## src/rtl/uart_pkg.sv

```systemverilog
// Shared UART transmit definitions: frame state encoding, data width and the
// bit-period helper used to size the baud divider.
package uart_pkg;

  localparam int UART_DATA_W = 8;

  typedef enum logic [2:0] {
    IDLE   = 3'd0,
    START  = 3'd1,
    DATA   = 3'd2,
    PARITY = 3'd3,
    STOP   = 3'd4
  } uart_state_t;

  // Clocks per serial bit, integer-truncated.
  function automatic int bit_cycles(input int clk_fre, input int baud_rate);
    return (clk_fre * 1000000) / baud_rate;
  endfunction

endpackage

```

## src/rtl/baud_tick_gen.sv

```systemverilog
// Bit-rate enable generator: one-cycle baud_tick every BIT_CYCLES clocks,
// phase-resettable so each frame starts on a fresh bit period.
module baud_tick_gen #(
  parameter int BIT_CYCLES = 434
) (
  input  logic clk50,
  input  logic rst_n,
  input  logic restart,
  output logic baud_tick
);

  localparam int CNT_W = (BIT_CYCLES > 1) ? $clog2(BIT_CYCLES) : 1;
  localparam logic [CNT_W-1:0] LAST = CNT_W'(BIT_CYCLES - 1);

  logic [CNT_W-1:0] r_cnt;

  assign baud_tick = (r_cnt == LAST);

  always_ff @(posedge clk50 or negedge rst_n) begin
    if (!rst_n) begin
      r_cnt <= '0;
    end else if (restart || baud_tick) begin
      r_cnt <= '0;
    end else begin
      r_cnt <= r_cnt + 1'b1;
    end
  end

endmodule

```

## src/rtl/uart_tx_arbiter.sv

```systemverilog
// Round-robin arbiter sharing one 8N1 UART tx line between NREQ byte producers.
// Define UART_TX_PARITY_EN to insert an even-parity bit (11-bit frame).
module uart_tx_arbiter
  import uart_pkg::*;
#(
  parameter int CLK_FRE   = 50,
  parameter int BAUD_RATE = 115200,
  parameter int NREQ      = 4
) (
  input  logic                          clk50,
  input  logic                          rst_n,
  input  logic [NREQ-1:0]               req_valid,
  input  logic [NREQ*UART_DATA_W-1:0]   req_data,
  output logic [NREQ-1:0]               req_ready,
  output logic [$clog2(NREQ)-1:0]       grant_id,
  output logic                          busy,
  output logic                          tx
);

  localparam int BIT_CYCLES = bit_cycles(CLK_FRE, BAUD_RATE);
  localparam int GW         = $clog2(NREQ);

  uart_state_t            r_state;
  uart_state_t            w_state_next;
  logic [GW-1:0]          r_last_grant;
  logic [GW-1:0]          r_grant_id;
  logic [GW-1:0]          w_win;
  logic                   w_any;
  logic                   w_handshake;
  logic                   w_baud_tick;
  logic                   w_tx_next;
  logic                   w_busy_next;
  logic [2:0]             r_bit_idx;
  logic [2:0]             w_bit_sel;
  logic [UART_DATA_W-1:0] r_data;
  logic [UART_DATA_W-1:0] w_bytes [NREQ];
  logic                   r_tx;
  logic                   r_busy;

  for (genvar gi = 0; gi < NREQ; gi++) begin : g_bytes
    assign w_bytes[gi] = req_data[gi*UART_DATA_W +: UART_DATA_W];
  end

  baud_tick_gen #(
    .BIT_CYCLES (BIT_CYCLES)
  ) u_baud (
    .clk50     (clk50),
    .rst_n     (rst_n),
    .restart   (w_handshake),
    .baud_tick (w_baud_tick)
  );

  // Search starts one past the last winner; first valid index wins.
  always_comb begin
    w_any = 1'b0;
    w_win = '0;
    for (int k = 1; k <= NREQ; k++) begin
      int idx;
      idx = (int'(r_last_grant) + k) % NREQ;
      if (!w_any && req_valid[GW'(idx)]) begin
        w_any = 1'b1;
        w_win = GW'(idx);
      end
    end
  end

  assign w_handshake = (r_state == IDLE) && w_any;

  always_ff @(posedge clk50 or negedge rst_n) begin
    if (!rst_n) begin
      r_state <= IDLE;
    end else begin
      r_state <= w_state_next;
    end
  end

  always_comb begin
    w_state_next = r_state;
    case (r_state)
      IDLE:   if (w_handshake) w_state_next = START;
      START:  if (w_baud_tick) w_state_next = DATA;
      DATA: begin
        if (w_baud_tick && (r_bit_idx == 3'd7)) begin
`ifdef UART_TX_PARITY_EN
          w_state_next = PARITY;
`else
          w_state_next = STOP;
`endif
        end
      end
      PARITY: if (w_baud_tick) w_state_next = STOP;
      STOP:   if (w_baud_tick) w_state_next = IDLE;
      default: w_state_next = IDLE;
    endcase
  end

  // tx is registered from the level of the state being entered.
  always_comb begin
    req_ready   = '0;
    w_bit_sel   = r_bit_idx;
    w_tx_next   = 1'b1;
    w_busy_next = (w_state_next != IDLE);
    if (rst_n && w_handshake) begin
      req_ready[w_win] = 1'b1;
    end
    if ((r_state == DATA) && w_baud_tick) begin
      w_bit_sel = r_bit_idx + 3'd1;
    end
    case (w_state_next)
      START:   w_tx_next = 1'b0;
      DATA:    w_tx_next = r_data[w_bit_sel];
      PARITY:  w_tx_next = ^r_data;
      default: w_tx_next = 1'b1;
    endcase
  end

  always_ff @(posedge clk50 or negedge rst_n) begin
    if (!rst_n) begin
      r_tx         <= 1'b1;
      r_busy       <= 1'b0;
      r_data       <= '0;
      r_bit_idx    <= '0;
      r_last_grant <= GW'(NREQ - 1);
      r_grant_id   <= '0;
    end else begin
      r_tx   <= w_tx_next;
      r_busy <= w_busy_next;
      if (w_handshake) begin
        r_data       <= w_bytes[w_win];
        r_bit_idx    <= '0;
        r_last_grant <= w_win;
        r_grant_id   <= w_win;
      end else if ((r_state == DATA) && w_baud_tick) begin
        r_bit_idx <= r_bit_idx + 3'd1;
      end
    end
  end

  assign tx       = r_tx;
  assign busy     = r_busy;
  assign grant_id = r_grant_id;

endmodule

```

## config.mk

```make
export PLATFORM = sky130hd
export DESIGN_NAME = uart_tx_arbiter
export DESIGN_NICKNAME = d
export VERILOG_FILES = /design/src/rtl/uart_pkg.sv /design/src/rtl/baud_tick_gen.sv /design/src/rtl/uart_tx_arbiter.sv
export SDC_FILE = /design/constraint.sdc
export NUM_CORES = 1
export LEC_CHECK = 0
export BUFFER_PORTS_ARGS = -buffer_cell sky130_fd_sc_hd__buf_2
export CAP_MARGIN = 20
export CORE_UTILIZATION = 55
export DETAILED_ROUTE_END_ITERATION = 6
export GPL_TIMING_DRIVEN = 1
export PLACE_DENSITY = 0.81
export SLEW_MARGIN = 20
export SYNTH_ARGS = -nofsm -noshare
export SYNTH_HDL_FRONTEND = slang
export SYNTH_HIERARCHICAL = 1
export SYNTH_SLANG_ARGS = --single-unit
```

## constraint.sdc

```tcl
create_clock -name clk50 -period 3.75 [get_ports clk50]
set_input_delay 0.375 -clock clk50 [delete_from_list [all_inputs] [get_ports clk50]]
set_output_delay 0.375 -clock clk50 [all_outputs]
set_load 0.05 [all_outputs]
```

==> impl_results.md, run 1 <==
- Layout cells sized above 1: between 20% and 30%
- Dpl hpwl: between 2000 and 3000 um
- Number of synthesized flops with an enable pin: 0
- Rows: 21
- Xor and xnor area share after synthesis: between 4 and 5%
- Startpoint type of the worst setup path: flip-flop
- Tcrit/Tclk final: 71.8%
- Power density cells: between 700 and 800 mW/mm2
- Max Cap Viol: 0
- Vias in the first global route: around 1,400
- Largest family of logic cells by synthesized area: simple AND/OR/NAND/NOR gates
- Clock transition at the registers of the reported paths: roughly 0.09 ns
- Tightest Pin Transition: ~0.9 ns
- #FFs+latches synth: 29
- Setup violators final: 0
- Synth Area per Inst: just under 10 um2
- Fmax: roughly 370 MHz
- Post-CTS Repair Setup Buffers: 0
- RSZ-0062 raised after global routing: no
- Largest net degree at the start of global routing: 31
- Post-route ant nets: 0
- IO Count: 46
- Register share of total power: a little over a third
- Final GP Congestion: between 0.7 and 0.8
- Run status: finished clean
- # DRC: 0
- Syn-to-layout area delta: 17.3%
- Pre-CTS WS: about 1.2 ns
- Slew HR: around 40%
- Final worst slack: around 1.1 ns
- Max H-tree Level: 2
- Register area share after synthesis: 37.5%
- Initial DRT Pass Iterations: 4
- Post-DR wirelength/cell: approximately 13 um
- IO buf count: 45
- Maximum VDD drop: approximately 0.00044 V
- Clk Latency, worst-skew pair: approximately 0.33 ns
- WP buf/inv: 1
- Internal: 1030 uW
- Compound-Gate Fraction of Synth Area: 20.0%
- CP max FO: 10
- Die Width: slightly above 60 um
- Max incr delay on CP: 0.83 ns
- Comb power frac: approximately 50%
- Layout filler cell count: 298
- Yosys warns: 6
- Vias per inst: roughly 5.7
- Sum Neg Setup Slack: 0 ns
- Crit path DAT: ~2.3 ns
- RR Startpoint: u_baud/r_cnt[2]
- Post-synthesis mux area share: 9.00%
- Req. time, crit path: approximately 3.4 ns
- Via Count: approximately 1,700
- Commonest non-fill, non-tap cell in the layout: buf_2
- TritonCTS Buffers: 5
- Routed wire length: between 3000 and 4000 um
- CTS Hold Buffers Added: 0
- CTS tree: built
- Synth Area in Adders: roughly 2.6%
- CP top delay family: simple AND/OR/NAND/NOR gates
- Main flop type after synthesis: dfrtp_1
- CP max stage cell: nor4_2
- Drt initial violations: 78
- Clock sink total: 29
- Distinct cells, synth: 56
- Final Core Density: ~68%
- Die H: between 60 and 70 um
- Starting Density: 57.9%
- # resized after CTS: 0
- Clock skew: ~0.0064 ns
- Ant diodes: 0
- Slew Viols, Final: 0
- # nets final: between 200 and 300
- Syn nets: between 200 and 250
- Switching share of total power: between 40% and 50%
- Tmin final: about 2.7 ns
- Synth Instances: roughly 200
- Static Leakage: between 0.001 and 0.0015 uW
- Most frequent cells in the layout: buf_2 (45), dfrtp_1 (26), nor2_1 (19)
- Design area: between 0.002 and 0.0025 mm2
- Sw Pwr: 763 uW
- Tot GR Track Use: 21.5%
- CTS max path bufs: 2
- Worst Setup SP: r_state[2]
- Die area: ~0.0038 mm2
- Crit. End Element: output port
- Overflow after GRT: 0
- Core footprint: approximately 0.0034 mm2
- Global-route wire length before repair: between 5000 and 6000 um
- Root Buffer: clkbuf_4
- Fraction of registers with async set or reset after synthesis: 100%
- Min-delay worst type: input pin to async pin
- Initial antenna violation count: 0
- Worst setup path class: flip-flop to output port
- Simple logic cell fraction of the synthesized area: between 20 and 25%
- Placement Cell Area: 0.00220 mm2
- Crit-path cells: nor4_2 -> nand2_1 -> nor3_1 -> buf_2
- Mapped Area: between 0.0015 and 0.002 mm2
- Final Hold Viols: 0
- Clk pwr share: between 10% and 20%
-- through the flow --
stage	power [uW]	instances	hold slack, ns
6_report	1800	291	0.0673
3_5_place_dp	1540	283	0.442
3_3_place_gp	1500	283	0.437
2_1_floorplan	1360	197	0.0794
4_1_cts	1800	291	0.0833
5_1_grt	1930	291	0.102
-- cell usage after synthesis, types with 2 or more instances --
cell / n / area share (%)
a211oi_1: 8 / 3.1
a21o_1: 2 / 0.77
a21oi_1: 7 / 1.8
a221oi_1: 7 / 3.1
a22o_1: 2 / 0.90
a31oi_1: 5 / 1.6
and2_1: 2 / 0.64
and3_1: 8 / 2.6
buf_2: 3 / 0.77
dfrtp_1: 26 / 33
dfstp_2: 3 / 4.0
ha_1: 4 / 2.6
inv_1: 9 / 1.7
mux2i_1: 13 / 6.7
mux4_2: 2 / 2.3
nand2_1: 11 / 2.1
nand2b_1: 4 / 1.3
nand3_1: 3 / 0.77
nand3b_1: 2 / 0.77
nor2_1: 19 / 3.7
nor3_1: 6 / 1.5
o21ai_0: 6 / 1.5
or3_1: 4 / 1.3
xnor2_1: 7 / 3.1
xor2_1: 3 / 1.3
-- flip-flops by register name, summed over array words and instances (netlist names) --
signal	cells
r_bit_idx	3
busy	1
tx	1
r_data	8
r_state	3
grant_id	2
u_baud/r_cnt	9
r_last_grant	2
-- cell families after synthesis --
logic type      Yosys count
flops                    29
xor+xnor                 10
buf+inv                  15
simple gates             74
mux                      15
compound gates           50
fa+ha+maj                 4
-- power by group through the flow --
stage	registers [uW]	logic, uW	clock network (uW)
detailed placement	643	894	0
global route	661	989	284
global placement	631	873	0
finish	639	893	264
CTS	636	898	269
floorplan	664	692	0
-- final timing paths --
check	to	slack, ns	cells past startpoint
min reg2reg	r_last_grant[0]	0.53	2
min in group clk50	r_data[7]	0.36	3
max reg2reg	tx	1.07	7
min	u_baud/r_cnt[5]	0.07	1
max	req_ready[2]	1.06	4
max in group asynchronous	r_bit_idx[2]	3.26	1
-- area by class of cell --
class / count / area, um2 / area share (%)
Sequential cell: 29 / 729 / 31.9
Clock inverter: 1 / 30.0 / 1.32
Multi-Input combinational cell: 153 / 1140 / 50.1
Tap cell: 46 / 57.6 / 2.52
Inverter: 9 / 33.8 / 1.48
Timing Repair Buffer: 46 / 233 / 10.2
Clock buffer: 7 / 55.1 / 2.41
-- routing by layer --
layer,vias up,GRT usage [%],part of all wire [%]
met5,-,0,0
met1,756,29.9,49
met4,0,8.57,1.1
li1,839,-,-
met2,51,32.9,45
met3,6,4.41,4.4
No activity file was read; power rests on OpenSTA's default activity.
==> inputs of run 2 (changes only) <==
--- a/config.mk
+++ b/config.mk
@@ -7,10 +7,10 @@
 export LEC_CHECK = 0
 export BUFFER_PORTS_ARGS = -buffer_cell sky130_fd_sc_hd__buf_2
 export CAP_MARGIN = 20
-export CORE_UTILIZATION = 55
+export CORE_UTILIZATION = 54
 export DETAILED_ROUTE_END_ITERATION = 6
 export GPL_TIMING_DRIVEN = 1
-export PLACE_DENSITY = 0.81
+export PLACE_DENSITY = 0.8
 export SLEW_MARGIN = 20
 export SYNTH_ARGS = -nofsm -noshare
 export SYNTH_HDL_FRONTEND = slang
==> constraint.sdc (replaced) <==
create_clock -name clk50 -period 2.5 [get_ports clk50]
set_input_delay 0.25 -clock clk50 [delete_from_list [all_inputs] [get_ports clk50]]
set_output_delay 0.25 -clock clk50 [all_outputs]
set_load 0.05 [all_outputs]
==> impl_results.md, run 2 (synthesis results as in run 1) <==
- Run status: finished clean
- Initial DRT Pass Iterations: 4 (unchanged)
- Max H-tree Level: 2 (unchanged)
- Starting Density: 57.4% (-0.45 points)
- Clock sink total: 29 (unchanged)
- Clk Latency, worst-skew pair: 0.32 ns (about the same)
- Die H: 62.0 um (+0.89%)
- Crit path DAT: 2.11 ns (-0.21 ns)
- Max incr delay on CP: 0.60 ns (-0.23 ns)
- Reg with most FFs: u_baud/r_cnt
- CTS max path bufs: 2 (unchanged)
- Crit-path cells: nand2b_1 -> a21o_1 -> nand3_4 -> nor3_1 -> buf_2
- Final Core Density: 67.7% (-0.16 points)
- CP top delay family: simple AND/OR/NAND/NOR gates
- Dpl hpwl: 3090 um (+5.8%)
- Tot GR Track Use: 23.7% (+2.2 points)
- Clock transition at the registers of the reported paths: 0.09 ns (about the same)
- Layout cells sized above 1: 30.3% (+0.89 points)
- RSZ-0062 raised after global routing: no
- Tightest Pin Transition: 0.399 ns (-0.499 ns)
- Fmax: between 400 and 500 MHz
- Comb power frac: 52.8% (+3.1 points)
- Placed cell count: 288 (+1.8%)
- Min-delay worst type: input pin to flip-flop
- Max reg flops: 9 (unchanged)
- CP max stage cell: dfstp_2
- RR Startpoint: u_baud/r_cnt[2]
- Setup violators final: 0 (unchanged)
- Sw Pwr: 1160 uW (+52%)
- Syn-to-layout area delta: 17.9%
- Req. time, crit path: 2.25 ns (-1.13 ns)
- Initial antenna violation count: 0 (unchanged)
- Placement Cell Area: 0.00224 mm2 (+1.7%)
- Routed wire length: 3960 um (+4.8%)
- Tmin final: approximately 2.4 ns
- CTS tree: built
- Slew HR: 73.2% (+34 points)
- Tot Pwr: 2590 uW (+44%)
- Final Hold Viols: 0 (unchanged)
- Post-DR wirelength/cell: 13.3 um (+2.7%)
- Vias per inst: 5.65 (-0.54%)
- Post-CTS Repair Setup Buffers: 0 (unchanged)
- Top Registers: u_baud/r_cnt (9), r_data (8)
- IO buf count: 45 (unchanged)
- Global-route wire length before repair: 6550 um (+10%)
- CP max FO: 17 (+7)
- Root Buffer: clkbuf_4
- TritonCTS Buffers: 5 (unchanged)
- Drt initial violations: 109 (+40%)
- Largest net degree at the start of global routing: 30 (-3.2%)
- Fin cells: 297 (+2.1%)
- Vias in the first global route: 1,503 (+9.0%)
- Commonest non-fill, non-tap cell in the layout: buf_2
- Startpoint type of the worst setup path: flip-flop
- IO Count: 46 (unchanged)
- Crit. End Element: output port
- Register share of total power: 37.1% (+1.5 points)
- Internal: 1440 uW (+39%)
- # DRC: 0 (unchanged)
- WP buf/inv: 1 (unchanged)
- Static Leakage: 0.00104 uW (+1.4%)
- Clock skew: 0.00592 ns (-0.000444 ns)
- Overflow after GRT: 0 (unchanged)
- Post-route ant nets: 0 (unchanged)
- Power density cells: 1130 mW/mm2 (+44%)
- Die area: 0.00385 mm2 (+1.8%)
- Hold Startpoint: req_data[5]
- Sum Neg Setup Slack: 0 ns (unchanged)
- Final GP Congestion: 0.767 (-1.9%)
- Worst setup path class: flip-flop to output port
- Switching share of total power: 44.7% (+2.2 points)
- Tcrit/Tclk final: 94.2%
- Ant diodes: 0 (unchanged)
- # resized after CTS: 0 (unchanged)
- # nets final: 292 (+2.1%)
- Die Width: 62.0 um (+0.89%)
- Max Cap Viol: 0 (unchanged)
- Slew Viols, Final: 0 (unchanged)
- Worst Setup SP: r_last_grant[1]
- Core footprint: 0.00339 mm2 (+0.78%)
- Most frequent cells in the layout: buf_2 (45), dfrtp_1 (26), nor2_1 (19)
- Via Count: 1,677 (+1.5%)
- Maximum VDD drop: 0.000663 V (+52%)
- Rows: 21 (unchanged)
- Design area: 0.00230 mm2 (+0.55%)
- Clk pwr share: 10.1% (-4.6 points)
## run 2: cell count changes in the layout (fill, tap and decap cells not counted), sizes merged
| cell | delta |
|---|---|
| bufinv | -1 |
| dlygate4sd3 | +1 |
| clkinv | +1 |
| buf | +5 |
## run 2: power groups by stage
stage | sequential [uW] | combinational [uW] | clock [uW]
4_1_cts | 958 | 1370 | 268
3_3_place_gp | 949 | 1330 | 0
5_1_grt | 992 | 1540 | 289
3_5_place_dp | 964 | 1370 | 0
2_1_floorplan | 996 | 1040 | 0
6_report | 963 | 1370 | 261
## run 2: path summary, 6_finish.rpt
path / cells after the start / to / slack [ns]
min in group asynchronous: 3 / u_baud/r_cnt[5] / 0.49
min: 3 / r_data[5] / 0.26
max in group asynchronous: 3 / r_last_grant[0] / 1.70
max: 5 / req_ready[2] / 0.14
min reg2reg: 2 / r_last_grant[0] / 0.53
max reg2reg: 7 / tx / 0.43
## run 2: stage by stage
step                      hold slack, ns  setup WS [ns]
after floorplan                  -0.0456        -0.0362
after global placement             0.320          0.470
after detailed placement           0.305          0.432
after CTS                          0.254          0.116
after global routing               0.259        0.00813
final                              0.256          0.145
## run 2: tightest hold or removal path: stages
cell	delay, ns
buf_2	0.09
mux2i_1	0.12
a211oi_1	0.09
## run 2: area by class of cell
cell class / count / area (um2)
repair buffers: 52 / 280
clock buffers: 7 / 45.0
clock inverters: 1 / 5.00
multi-input cells: 153 / 1140
inverters: 9 / 33.8
flip-flops and latches: 29 / 729
fillers: 283 / 1090
well taps: 46 / 57.6
## run 2: timing repair
item                                   CTS  global route
hold buffers                             1             0
endpoints found under the hold margin   26             0
setup endpoints to repair                0             1
## run 2: metal layers
layer,GRT usage (%),wire length [um],vias up
li1,-,-,841
met1,31.3,1880,779
met5,0,0,-
met4,9.52,71,0
met2,37.7,1840,50
met3,5.18,166,7
